**config.mk**
```make
export PLATFORM = sky130hd
export DESIGN_NAME = sram_burst_ctrl_flat
export DESIGN_NICKNAME = d
export VERILOG_FILES = /design/src/rtl/sram_burst_ctrl_if.sv /design/src/rtl/sram_burst_ctrl.sv /design/src/flat_wrapper.sv
export SDC_FILE = /design/constraint.sdc
export NUM_CORES = 1
export LEC_CHECK = 0
export CAP_MARGIN = 30
export CORE_UTILIZATION = 40
export DETAILED_ROUTE_END_ITERATION = 8
export HOLD_SLACK_MARGIN = 0.06
export PLACE_DENSITY = 0.82
export SLEW_MARGIN = 10
export SYNTH_ARGS = -nofsm -noshare
export SYNTH_HDL_FRONTEND = slang
export SYNTH_SLANG_ARGS = --single-unit
```
**constraint.sdc**
```tcl
create_clock -name CLKCPU -period 1.6 [get_ports CLKCPU]
set_input_delay 0.48 -clock CLKCPU [delete_from_list [all_inputs] [get_ports CLKCPU]]
set_output_delay 0.48 -clock CLKCPU [all_outputs]
set_load 0.05 [all_outputs]
```
**src/rtl/sram_burst_ctrl_if.sv**
```systemverilog
// rtl/sram_burst_ctrl_if.sv - 68030 local bus and SRAM control signal bundle for sram_burst_ctrl
interface sram_burst_ctrl_if #(
    parameter int BANKS = 2
);
    logic [31:0]        A;
    logic [1:0]         SIZ;
    logic               AS20;
    logic               DS20;
    logic               RW20;
    logic               DECODE;
    logic               CBREQ;
    logic               CBACK;
    logic               STERM;
    logic               CIIN;
    logic               INTCYCLE;
    logic [1:0]         RAMA;
    logic [4*BANKS-1:0] RAMCS;
    logic               RAMOE;
    logic               RAMWE;

    modport master (
        output A, SIZ, AS20, DS20, RW20, DECODE, CBREQ,
        input  CBACK, STERM, CIIN, INTCYCLE, RAMA, RAMCS, RAMOE, RAMWE
    );

    modport slave (
        input  A, SIZ, AS20, DS20, RW20, DECODE, CBREQ,
        output CBACK, STERM, CIIN, INTCYCLE, RAMA, RAMCS, RAMOE, RAMWE
    );
endinterface

```
**src/rtl/sram_burst_ctrl.sv**
```systemverilog
// rtl/sram_burst_ctrl.sv - 68030 fast-RAM controller: byte lanes, bank selects, wait states, cache line bursts
module sram_burst_ctrl #(
    parameter int BANKS       = 2,
    parameter int BANK_LSB    = 21,
    parameter int WAIT_STATES = 1,
    parameter int BURST_EN    = 1,
    parameter int CACHEABLE   = 1
) (
    input  logic             CLKCPU,
    input  logic             RESET,
    sram_burst_ctrl_if.slave bus
);

    localparam int         BW = (BANKS > 1) ? $clog2(BANKS) : 1;
    localparam logic [2:0] WS = 3'(WAIT_STATES);

    typedef enum logic [2:0] {IDLE, WAIT, TERM, BURST, DONE} state_t;

    state_t             state;
    logic [2:0]         wait_cnt;
    logic [1:0]         beat;
    logic               burst;
    logic               rd;

    logic [BW-1:0]      bank_idx;
    logic               bank_ok;
    logic [2:0]         lane_first;
    logic [2:0]         lane_last;
    logic [2:0]         lane_span;
    logic [3:0]         lane_mask;
    logic [4*BANKS-1:0] cs_sel;
    logic               unused_addr;

    assign unused_addr = ^bus.A;

    always_comb begin
        bank_idx = '0;
        if (BANKS > 1) bank_idx = bus.A[BANK_LSB +: BW];
    end

    assign bank_ok = int'({1'b0, bank_idx}) < BANKS;

    // Reads drive the whole 32-bit bus; writes enable only the addressed lanes, clipped at lane 3.
    always_comb begin
        lane_first = {1'b0, bus.A[1:0]};
        case (bus.SIZ)
            2'b01:   lane_span = 3'd1;
            2'b10:   lane_span = 3'd2;
            2'b11:   lane_span = 3'd3;
            default: lane_span = 3'd4;
        endcase
        lane_last = lane_first + lane_span - 3'd1;
        for (int i = 0; i < 4; i++) begin
            lane_mask[i] = bus.RW20 | ((3'(i) >= lane_first) && (3'(i) <= lane_last));
        end
        cs_sel = '1;
        if (bank_ok) cs_sel[4*bank_idx +: 4] = ~lane_mask;
    end

    // STERM is low exactly while the FSM sits in TERM; back-to-back TERMs give zero-wait bursts.
    always_ff @(posedge CLKCPU or negedge RESET) begin
        if (!RESET) begin
            state        <= IDLE;
            wait_cnt     <= '0;
            beat         <= '0;
            burst        <= 1'b0;
            rd           <= 1'b1;
            bus.STERM    <= 1'b1;
            bus.CBACK    <= 1'b1;
            bus.CIIN     <= 1'b1;
            bus.INTCYCLE <= 1'b1;
            bus.RAMCS    <= '1;
            bus.RAMOE    <= 1'b1;
            bus.RAMWE    <= 1'b1;
            bus.RAMA     <= '0;
        end else if (state != IDLE && bus.AS20) begin
            state        <= IDLE;
            wait_cnt     <= '0;
            beat         <= '0;
            burst        <= 1'b0;
            rd           <= 1'b1;
            bus.STERM    <= 1'b1;
            bus.CBACK    <= 1'b1;
            bus.CIIN     <= 1'b1;
            bus.INTCYCLE <= 1'b1;
            bus.RAMCS    <= '1;
            bus.RAMOE    <= 1'b1;
            bus.RAMWE    <= 1'b1;
            bus.RAMA     <= '0;
        end else begin
            case (state)
                IDLE: begin
                    if (!bus.AS20 && !bus.DECODE && bank_ok) begin
                        rd           <= bus.RW20;
                        burst        <= (BURST_EN != 0) && bus.RW20 && !bus.CBREQ;
                        beat         <= '0;
                        wait_cnt     <= WS;
                        bus.RAMA     <= bus.A[3:2];
                        bus.RAMCS    <= cs_sel;
                        bus.RAMOE    <= ~bus.RW20;
                        bus.RAMWE    <= bus.RW20 | bus.DS20;
                        bus.INTCYCLE <= 1'b0;
                        bus.CIIN     <= (CACHEABLE != 0);
                        state        <= WAIT;
                    end
                end
                WAIT, BURST: begin
                    bus.RAMWE <= rd | bus.DS20;
                    if (wait_cnt == 3'd0) begin
                        state     <= TERM;
                        bus.STERM <= 1'b0;
                        bus.CBACK <= !(burst && beat != 2'd3);
                    end else begin
                        wait_cnt <= wait_cnt - 3'd1;
                    end
                end
                TERM: begin
                    if (burst && beat != 2'd3) begin
                        beat      <= beat + 2'd1;
                        bus.RAMA  <= bus.RAMA + 2'd1;
                        bus.CBACK <= (beat == 2'd2);
                        if (WS != 3'd0) begin
                            bus.STERM <= 1'b1;
                            wait_cnt  <= WS - 3'd1;
                            state     <= BURST;
                        end
                    end else begin
                        bus.STERM <= 1'b1;
                        bus.CBACK <= 1'b1;
                        bus.RAMCS <= '1;
                        bus.RAMOE <= 1'b1;
                        bus.RAMWE <= 1'b1;
                        state     <= DONE;
                    end
                end
                DONE: begin
                    state <= DONE;
                end
                default: state <= IDLE;
            endcase
        end
    end

endmodule

```
**src/flat_wrapper.sv**
```systemverilog
// flat-port wrapper written by rule: the top's interface ports become plain ports
module sram_burst_ctrl_flat 
#(
    parameter int BANKS       = 2,
    parameter int BANK_LSB    = 21,
    parameter int WAIT_STATES = 1,
    parameter int BURST_EN    = 1,
    parameter int CACHEABLE   = 1
)
  (CLKCPU, RESET, bus_A, bus_SIZ, bus_AS20, bus_DS20, bus_RW20, bus_DECODE, bus_CBREQ, bus_CBACK, bus_STERM, bus_CIIN, bus_INTCYCLE, bus_RAMA, bus_RAMCS, bus_RAMOE, bus_RAMWE);
  sram_burst_ctrl_if #(.BANKS(BANKS)) bus_i ();
  input  logic CLKCPU;
  input  logic RESET;
  input wire logic [$bits(bus_i.A)-1:0] bus_A;
  input wire logic [$bits(bus_i.SIZ)-1:0] bus_SIZ;
  input wire logic [$bits(bus_i.AS20)-1:0] bus_AS20;
  input wire logic [$bits(bus_i.DS20)-1:0] bus_DS20;
  input wire logic [$bits(bus_i.RW20)-1:0] bus_RW20;
  input wire logic [$bits(bus_i.DECODE)-1:0] bus_DECODE;
  input wire logic [$bits(bus_i.CBREQ)-1:0] bus_CBREQ;
  output wire logic [$bits(bus_i.CBACK)-1:0] bus_CBACK;
  output wire logic [$bits(bus_i.STERM)-1:0] bus_STERM;
  output wire logic [$bits(bus_i.CIIN)-1:0] bus_CIIN;
  output wire logic [$bits(bus_i.INTCYCLE)-1:0] bus_INTCYCLE;
  output wire logic [$bits(bus_i.RAMA)-1:0] bus_RAMA;
  output wire logic [$bits(bus_i.RAMCS)-1:0] bus_RAMCS;
  output wire logic [$bits(bus_i.RAMOE)-1:0] bus_RAMOE;
  output wire logic [$bits(bus_i.RAMWE)-1:0] bus_RAMWE;
  assign bus_i.A = bus_A;
  assign bus_i.SIZ = bus_SIZ;
  assign bus_i.AS20 = bus_AS20;
  assign bus_i.DS20 = bus_DS20;
  assign bus_i.RW20 = bus_RW20;
  assign bus_i.DECODE = bus_DECODE;
  assign bus_i.CBREQ = bus_CBREQ;
  assign bus_CBACK = bus_i.CBACK;
  assign bus_STERM = bus_i.STERM;
  assign bus_CIIN = bus_i.CIIN;
  assign bus_INTCYCLE = bus_i.INTCYCLE;
  assign bus_RAMA = bus_i.RAMA;
  assign bus_RAMCS = bus_i.RAMCS;
  assign bus_RAMOE = bus_i.RAMOE;
  assign bus_RAMWE = bus_i.RAMWE;
  sram_burst_ctrl #(.BANKS(BANKS), .BANK_LSB(BANK_LSB), .WAIT_STATES(WAIT_STATES), .BURST_EN(BURST_EN), .CACHEABLE(CACHEABLE)) u_core (.CLKCPU(CLKCPU), .RESET(RESET), .bus(bus_i));
endmodule
```
* After elaboration in Yosys (flattened, before gate mapping) *
Index checks and enable logic that the tools add are counted.

operators by class
  $add $sub $neg = 6
  eq/ne operators = 14
  mux-type cells = 48
  bitwise logic cells = 10
  $mul = 0
  reduce and logical (&&, ||, !) cells = 27
  divide/modulo/power cells = 0
  shifts and indexed selects = 2
  $lt $le $gt $ge = 7

operators by type and width
  kind                                                                      count
  3-bit negation with 34-bit output                                         1
  4-bit by 34-bit variable shift with 8-bit output (first input constant)   1
  4-bit by 34-bit variable part select with 8-bit output                    1
  8-bit 2-to-1 mux                                                          3
  1-bit 2-to-1 mux                                                          22
  3-bit 2-to-1 mux                                                          7
  3-bit case mux with 3 select lines                                        2
  8-bit case mux with 2 select lines                                        1
  2-bit 2-to-1 mux                                                          6
  3-bit case mux with 4 select lines                                        1
  3-bit by 1-bit inequality test with 1-bit output (second input constant)  3
  3-bit AND reduction                                                       3
  3-bit nonzero test                                                        3
  8-bit inverter                                                            1
  8-bit bitwise OR                                                          1
  2-bit case mux with 2 select lines                                        2
  1-bit logical AND                                                         7
  2-bit equality test (second input constant)                               3
  3-bit by 2-bit equality test with 1-bit output (second input constant)    2
  1-bit by 3-bit <= comparator with 1-bit output (first input constant)     2
  2-bit by 3-bit <= comparator with 1-bit output (first input constant)     2
  3-bit zero test                                                           2
  3-bit by 2-bit inequality test with 1-bit output (second input constant)  2
  1-bit bitwise OR                                                          6
  other kinds (19)                                                          30

word-level totals
  bits in read-only memories = 0
  bits in latches = 0
  word-level logic and storage cells = 127
  RAM bits = 0
  bits in registers = 26
  memories = 0
  input bits = 41

* Depth between registers and ports, before layout *
  depth in word-level cells = 13
  depth in mapped cells = 8

* Worst setup path before layout *
OpenSTA, ideal clock, no wires.

  path type = input -> register
  from = in bus_A[1]
  to = reg u_core.bus.RAMCS[1]
  data required time = 1.517 ns
  data arrival time = 1.839 ns
  path slack = -0.323 ns
  path buffers = 0
  stages on the path = 8
  library setup time = 0.083 ns
  path through = inv_1 -> ha_1 -> inv_1 -> ha_1 -> xnor2_1 -> nor4_1 -> o211a_1 -> o32a_1

on the way
  word-level cells in the longest chain between the ends = 11
  elaborated cells on any way between the ends = 22
  classes of those cells = add/sub (2); order compare (7); shift (1); mux (3); bitwise (6); reduce/logical (3)

ends and longest elaborated chain
  what                                                                                                                     line                      source
  start, declared                                                                                                          flat_wrapper.sv:14        input wire logic [$bits(bus_i.A)-1:0] bus_A;
  2-bit by 3-bit adder with 3-bit output                                                                                   sram_burst_ctrl.sv:52     lane_last = lane_first + lane_span - 3'd1;
  3-bit by 1-bit subtractor with 3-bit output                                                                              sram_burst_ctrl.sv:52
  1-bit by 3-bit <= comparator with 1-bit output / 2-bit by 3-bit <= comparator with 1-bit output (equally long branches)  sram_burst_ctrl.sv:54     lane_mask[i] = bus.RW20 | ((3'(i) >= lane_first) && (3'(i) <= lane_last));
  1-bit logical AND                                                                                                        sram_burst_ctrl.sv:54
  1-bit bitwise OR                                                                                                         sram_burst_ctrl.sv:54
  4-bit inverter (*)                                                                                                       sram_burst_ctrl.sv:57     if (bank_ok) cs_sel[4*bank_idx +: 4] = ~lane_mask;
  4-bit by 34-bit variable part select with 8-bit output (*)                                                               sram_burst_ctrl.sv:57
  8-bit bitwise OR (no line) (*)                                                                                           --
  8-bit 2-to-1 mux (*)                                                                                                     sram_burst_ctrl.sv:93     if (!bus.AS20 && !bus.DECODE && bank_ok) begin
  8-bit case mux with 2 select lines (*)                                                                                   sram_burst_ctrl.sv:91     case (state)
  8-bit 2-to-1 mux (*)                                                                                                     sram_burst_ctrl.sv:76     end else if (state != IDLE && bus.AS20) begin
  end signal, assigned                                                                                                     sram_burst_ctrl.sv:99     bus.RAMCS <= cs_sel;
  end, declared                                                                                                            sram_burst_ctrl_if.sv:28  output CBACK, STERM, CIIN, INTCYCLE, RAMA, RAMCS, RAMOE, RAMWE

Every way passes the cells marked *; elsewhere a longest branch is shown, timed or not. The select of a mux whose other input is x is not followed.
A chain may end at the register's enable or synchronous reset.

* Final worst setup path *
  from = in bus_A[1]
  to = reg u_core.bus.RAMCS[5]

Same word-level chain as after synthesis.

==> metrics.yaml <==
synth_edf_count: 0
async_reset_ff_share_pct: 100
die_area_um2: 4270
core_area_um2: 3740
synth_top_area_share_pct: 22.9
synthDistinctLibCells: 46
final_common_cell: "buf_4"
via_per_inst: 5.48
synth_fa_ha_area_share_pct: 5.45
regArea_um2: 643
cts_num_sinks: 25
hold_viol: 0
min_period_ps: 1710
drive_gt1_share_pct: 45.2
synthFlopType: "dfstp_2"
highest_layer: "met4"
clock-root-buffer: "clkbuf_8"
clk_latency_ps: 270
nFillCells: 277
synth_area_um2: 1610
cp.required_ps: 1810
cp-end-kind: "flip-flop"
crit_path_start_kind: "input port"
dr.first_iter.drc_count: 69
worst_slack_ps: -105
drv_slew: 0
powerDensity_nw_per_um2: 1320
die_h_um: 65.4
wl_met1_um: 1920
max_freq_ghz: 0.586
rows: 22
place_ws_ps: -905
cts_buffers: 3
synthSimpleGateAreaFrac_pct: 18.7
grt_use_total_pct: 20.0
synth-seq-cells: 25
gp_congestion: 0.954
fin_crit_sh_pct: 107
synthXorXnorAreaFrac_pct: 1.09
vias: 1523
clockBufferDepth: 2
critPathArrivalTime_ps: 1910
setup_viol: 4
wl_um: 3960
crit_fanout: 3
synth_nets: 223
outcome: "finished, violations left"
fp.dieW_um: 65.4
met3_length_um: 182
syn2layout_area_growth_pct: 54.5
antenna_found_initial: 0
grt_start_max_net_pins: 26
rsz0062_at_grt: "true"
nNetsFinal: 279
p_leak_uw: 0.00109
synthTopCellsByArea: "dfstp_2, dfrtp_1, ha_1, inv_1, o22a_1"
postSynthCellCount: 175
hp-class: "reg2reg"
ys_warn_count: 0
drtPass1Iterations: 4
num_io_pins: 57
clk_pin_slew_ps: 90
synth-seq-area-share_pct: 40.0
cap_violations: 0
start_util_pct: 42.9
cts_htree_levels: 1
peakVddDrop_mv: 0.799
synth-compound-area-share_pct: 21.8
wl_met2_um: 1790
grt_pass1_wl_um: 6510
finalClockSkew_ps: 2.44
cts_tree: "done"
port-buffer-count: 28
fin_setup_tns_ps: -236
worstSetupPathType: "in2reg"
dp_hpwl_um: 2850
grt_pass1_vias: 1386
violations: "negative setup slack"
post-route-drc-count: 0
final_cell_mix: "buf_4, buf_12, dfstp_2, inv_1"
num_antenna_cells: 0
ant_nets: 0
holdBufCountCts: 0
multi_input_area_um2: 962
yosys.area.top_type: "dfstp_2"
overflow: 0
muxShareOfSynthArea_pct: 5.37
synth_top_family_by_area: "compound AO/OA/AOI/OAI gates"
avgRoutedWirePerCell_um: 14.2
avgSynthCellArea_um2: 9.18
## path summary, 6_finish.rpt
check                      cells after the start             endpoint                from  slack [ps]
max in group asynchronous                      2            u_core.rd               RESET         830
min in group asynchronous                      2   u_core.bus.RAMA[0]               RESET         540
hold / removal                                 1   u_core.wait_cnt[0]  u_core.wait_cnt[0]         510
setup reg to reg                               4  u_core.bus.RAMCS[1]     u_core.state[0]          20
setup / recovery                               9  u_core.bus.RAMCS[5]            bus_A[1]        -110
hold reg to reg                                1   u_core.wait_cnt[0]  u_core.wait_cnt[0]         510
## worst max-delay path, cell delays in order
cell	delay, ps
buf_8	100
inv_12	30
ha_4	240
inv_2	30
ha_4	160
xnor2_4	150
nor3b_2	160
o211a_1	240
o32a_1	320
## logic make-up (layout without fill, tap and decap cells)
group           Yosys count  after routing
buf+inv                  28             83
other cells               1              1
xor+xnor                  2              2
mux                       8              8
flops                    25             25
fa+ha+maj                 7              7
compound gates           50             50
simple gates             54             54
## power by group
| group | switching [µW] | internal (µW) |
|---|---|---|
| Sequential | 183 | 856 |
| Combinational | 912 | 931 |
| Clock | 214 | 178 |
| Total | 1310 | 1970 |
## layer usage
layer,vias to the layer above,GRT usage [%]
met2,44,30.2
met4,0,8.15
met1,737,28.9
met5,-,0
met3,7,2.26
li1,735,-
## synthesized netlist by cell type (2+ instances only)
cell type / number
o22a_1: 7
nand2_1: 11
o22ai_1: 4
xnor2_1: 2
or2_2: 2
o311a_1: 2
a21oi_1: 12
o32ai_1: 2
inv_1: 17
o32a_1: 3
o31ai_1: 3
ha_1: 7
mux2_2: 5
nor2b_1: 5
buf_2: 7
clkbuf_1: 3
dfrtp_1: 11
nor3_1: 6
nor4_1: 2
nor2_1: 9
a21boi_0: 2
a2bb2oi_1: 2
dfstp_2: 14
nand3_1: 3
nand2b_1: 4
o21ai_0: 8
mux2i_1: 3
## metrics by stage
stage | utilization (%) | cell area [µm²] | instances | total power [µW] | hold slack, ps
after floorplan | - | 1670 | 175 | 1990 | 184
after global placement | 62.9 | 2350 | 271 | 2770 | 490
after detailed placement | 62.9 | 2350 | 271 | 2800 | 496
after CTS | 65.2 | 2440 | 277 | 3230 | 516
after global routing | 66.3 | 2480 | 278 | 3450 | 547
final | 66.3 | 2480 | 278 | 3270 | 515
## timing repair
action | in CTS | in global routing
pin swaps | 11 | 6
setup buffers | 2 | 2
resized for setup | 22 | 18
setup endpoints to repair | 18 | 17
## flip-flops by register name, indices dropped and copies added, names as in the netlist
| signal | cells |
|---|---|
| u_core.bus.RAMCS | 8 |
| u_core.state | 3 |
| u_core.wait_cnt | 3 |
| u_core.beat | 2 |
| u_core.bus.RAMA | 2 |
| u_core.burst | 1 |
| u_core.bus.CBACK | 1 |
| u_core.bus.INTCYCLE | 1 |
| u_core.bus.RAMOE | 1 |
| u_core.bus.RAMWE | 1 |
| u_core.bus.STERM | 1 |
| u_core.rd | 1 |
## layout make-up
class / instances / area share (%)
Clock buffer: 3 / 1.66
Clock inverter: 1 / 0.252
Inverter: 17 / 3.28
Multi-Input combinational cell: 122 / 38.8
Sequential cell: 25 / 25.9
Tap cell: 48 / 2.42
Timing Repair Buffer: 62 / 27.7
Power figures use the tool's default switching activity.
